### config.mk
export PLATFORM = sky130hd
export DESIGN_NAME = sentinel_key_tx
export DESIGN_NICKNAME = d
export VERILOG_FILES = /design/src/rtl/sentinel_key_tx.sv
export SDC_FILE = /design/constraint.sdc
export NUM_CORES = 1
export LEC_CHECK = 0
export ABC_AREA = 1
export CAP_MARGIN = 20
export CORE_ASPECT_RATIO = 0.9
export CORE_UTILIZATION = 40
export CTS_CLUSTER_SIZE = 16
export DETAILED_ROUTE_END_ITERATION = 10
export DONT_BUFFER_PORTS = 1
export PLACE_DENSITY = 0.51
export REMOVE_ABC_BUFFERS = 1
export SYNTH_ARGS = -nofsm -noshare
export SYNTH_HDL_FRONTEND = slang
export SYNTH_SLANG_ARGS = --single-unit
### constraint.sdc
create_clock -name clk -period 4.1 [get_ports clk]
set_input_delay 0.82 -clock clk [delete_from_list [all_inputs] [get_ports clk]]
set_output_delay 0.82 -clock clk [all_outputs]
set_load 0.03 [all_outputs]
### src/rtl/sentinel_key_tx.sv
// sentinel_key_tx: framed MSB-first key transmitter with ack/nack retry; define SENTINEL_TX_PARITY_EN to append an even-parity bit
module sentinel_key_tx #(
  parameter int KEY_W = 8,
  parameter int BIT_CYCLES = 4,
  parameter int MAX_TRIES = 3,
  parameter int ACK_TIMEOUT = 16
) (
  input  logic             clk,
  input  logic             rst,
  input  logic [KEY_W-1:0] key_in,
  input  logic             send,
  input  logic             ack_in,
  input  logic             nack_in,
  output logic             tx_frame,
  output logic             tx_data,
  output logic             busy,
  output logic             done,
  output logic             fail,
  output logic [1:0]       attempts
);
  localparam int CMAX = BIT_CYCLES > ACK_TIMEOUT ? BIT_CYCLES : ACK_TIMEOUT;
  localparam int CW = $clog2(CMAX + 1);
  localparam int IW = KEY_W > 1 ? $clog2(KEY_W) : 1;
  localparam logic [1:0] MT = 2'(MAX_TRIES);
  typedef enum logic [2:0] {
    IDLE,
    START,
    SHIFT,
`ifdef SENTINEL_TX_PARITY_EN
    PARITY,
`endif
    WAIT_ACK,
    DONE,
    FAIL
  } state_t;
  state_t state, state_n;
  logic [KEY_W-1:0] key;
  logic [CW-1:0] cnt;
  logic [IW-1:0] idx;
  logic bit_end, wait_end, retry;
`ifdef SENTINEL_TX_PARITY_EN
  logic par;
`endif
  assign bit_end = cnt == CW'(BIT_CYCLES - 1);
  assign wait_end = cnt == CW'(ACK_TIMEOUT - 1);
  assign retry = nack_in | (~ack_in & wait_end);
  assign busy = state != IDLE;
  assign done = state == DONE;
  assign fail = state == FAIL;
  always_ff @(posedge clk) begin
    if (rst) begin
      state <= IDLE;
      key <= '0;
      cnt <= '0;
      idx <= '0;
      attempts <= '0;
`ifdef SENTINEL_TX_PARITY_EN
      par <= 1'b0;
`endif
    end else begin
      state <= state_n;
      cnt <= (state_n != state || (state == SHIFT && bit_end)) ? '0 : cnt + 1'b1;
      idx <= state == SHIFT ? idx - IW'(bit_end) : IW'(KEY_W - 1);
      if (state == IDLE && send) begin
        key <= key_in;
        attempts <= 2'd1;
`ifdef SENTINEL_TX_PARITY_EN
        par <= ^key_in;
`endif
      end
      if (state == WAIT_ACK && state_n == START) attempts <= attempts + 2'd1;
    end
  end
  always_comb begin
    state_n = state;
    tx_frame = 1'b0;
    tx_data = 1'b0;
    case (state)
      IDLE: state_n = send ? START : IDLE;
      START: begin
        tx_frame = 1'b1;
        tx_data = 1'b1;
        state_n = bit_end ? SHIFT : START;
      end
      SHIFT: begin
        tx_frame = 1'b1;
        tx_data = key[idx];
`ifdef SENTINEL_TX_PARITY_EN
        state_n = (bit_end && idx == '0) ? PARITY : SHIFT;
`else
        state_n = (bit_end && idx == '0) ? WAIT_ACK : SHIFT;
`endif
      end
`ifdef SENTINEL_TX_PARITY_EN
      PARITY: begin
        tx_frame = 1'b1;
        tx_data = par;
        state_n = bit_end ? WAIT_ACK : PARITY;
      end
`endif
      WAIT_ACK: state_n = retry ? (attempts < MT ? START : FAIL) : ack_in ? DONE : WAIT_ACK;
      default: state_n = IDLE;
    endcase
  end
endmodule

==> impl_metrics.tcl <==
set metrics [dict create \
    multi_input_area_sq_um 598.1 \
    dr_total_vias 904 \
    setup_tns_ps 0 \
    die_area_sq_mm 0.003048 \
    track_usage_pct 16.32 \
    avgViaCountPerCell 4.589 \
    slew_headroom_pct 38.82 \
    setup_violations 0 \
    worstSetupPathType "flip-flop to output pin" \
    syn_to_final_growth_pct 5.856 \
    netlist_instances 157 \
    grt_pass1_vias 877 \
    holdCritPathClass "flip-flop to flip-flop" \
    endpoint_kind "output pin" \
    clkSlewWorstSetupHoldPaths_ps 120 \
    fill_cells 287 \
    tightest_slew_ps 910.6 \
    clock.fmax_mhz 417.2 \
    cts_sinks 21 \
    fp-row-count 17 \
    vdd_drop_max_uv 169.6 \
    cts_tree "yes" \
    routedWlPerCell_um 10.41 \
    total_power_uw 381.4 \
    yosysSeqAreaShare_pct 37.13 \
    dpl.hpwl_um 1632 \
    path_max_fanout 5 \
    clock_path_buffers 2 \
    cts_buffers 3 \
    rsz0062_at_grt "false" \
    power_density_mw_per_mm2 318.2 \
    diodes 0 \
    place_area_sq_mm 0.001171 \
    min_period_over_period_pct 58.46 \
    outcome "finished, final reports clean" \
    ctsResizeCount 0 \
    postRouteAntennaNets 0 \
    avgSynthCellArea_sq_um 7.212 \
    syn_area_sq_mm 0.001132 \
    layout_commonest_cell "inv_1" \
    firstDrtPassIters 4 \
    synth_seq_cells 21 \
    period_needed_ps 2397 \
    ys_warn_count 0 \
    grt_pass1_wl_um 3753 \
    place_congestion 0.8120 \
    cts-root-buf "clkbuf_4" \
    ctsHoldBuffers 0 \
    routed_wl_um 2051 \
    cts_setup_buffers 0 \
    ios 20 \
    initial_utilization_pct 44.00 \
    core_sq_mm 0.002574 \
    port_buffers 0 \
    max_cap_violations 0 \
    p_leak_nw 0.5261 \
    critPathRequiredTime_ps 3280 \
    drt_iter0_markers 55 \
    regArea_sq_um 420.4 \
    crit_arrival_ps 1580 \
    htree_levels 1 \
    drc 0 \
    grt-ovfl-total 0 \
    skew_ps 5.374 \
    die_x_um 58.09 \
    final_nets 178 \
    die_h_um 52.48 \
    ys_types 23 \
    final_area_sq_mm 0.001199 \
    antenna_found_initial 0 \
    finalHoldViolCount 0 \
    grt_start_max_net_pins 20 \
    drive_above_1_share_pct 16.98 \
    drv_slew 0 \
    clk_latency_ps 300 \
    critPathLaunchType "flip-flop" \
    mostFrequentLayoutCells "inv_1 (24), dfxtp_1 (21), nor2_1 (19)" \
]
-- worst paths after layout --
path,cells after the start,from,slack [ps],to
setup / recovery,2,state[2]$_SDFF_PP0_,1700,fail
hold / removal,2,key[0]$_SDFFE_PP0P_,450,key[0]$_SDFFE_PP0P_
setup reg to reg,11,cnt[0]$_SDFF_PP0_,2270,cnt[0]$_SDFF_PP0_
hold reg to reg,2,key[0]$_SDFFE_PP0P_,450,key[0]$_SDFFE_PP0P_
-- metrics by stage --
step	util [%]	instances	hold WS, ps	setup WS (ps)
after floorplan	-	155	420.4	2106
after detailed placement	45.50	193	437.4	2042
after global placement	45.50	193	433.8	2066
after global routing	46.57	197	483.0	1600
final	46.57	197	448.9	1703
after CTS	46.57	197	456.0	1689
-- critical path, cell delays in order, from the launching register on --
cell	delay [ps]
dfxtp_1	460
inv_2	80
nor3_1	730
-- kinds of logic after synthesis --
family	share of synthesized area, %
compound gates	14.59
fa+ha+maj	5.525
flops	37.13
buf+inv	10.05
simple gates	31.93
xor+xnor	0.7736
-- flip-flops by register name, indices dropped and copies added (netlist names) --
name	flops
idx	3
state	3
key	8
attempts	2
cnt	5
-- metal layers --
metal	part of all wire (%)	routed length [um]	vias to the layer above	track usage [%]
met5	0	0	-	0
met4	0	0	0	3.571
met3	3.8	78	0	4.938
met2	43	872	15	25.86
met1	54	1100	387	21.80
li1	-	-	502	-
-- Yosys cell counts (all sizes together) --
library cell,instances,share of area (%)
dfxtp,21,37
nor2,29,14
nor3,3,1.3
buf,1,0.44
a31oi,1,0.55
nand2,23,9.6
nand3,12,6.9
a21oi,14,6.2
ha,5,5.5
inv,28,9.3
o21ai,17,7.8
xor2,1,0.77
or2,1,0.55
clkbuf,1,0.33
-- report_power, final --
| part | switching [mW] | internal, mW |
|---|---|---|
| Combinational | 0.0388 | 0.0178 |
| Clock | 0.0622 | 0.0364 |
| Sequential | 0.00964 | 0.217 |
| Total | 0.111 | 0.271 |
-- area by class of cell --
type / instances / share of cell area [%]
tap: 38 / 3.967
clock buffer: 3 / 1.879
inverter: 28 / 8.768
multi-input combinational: 106 / 49.90
sequential: 21 / 35.07
clock inverter: 1 / 0.4175
(Power assumes the default switching activity.)
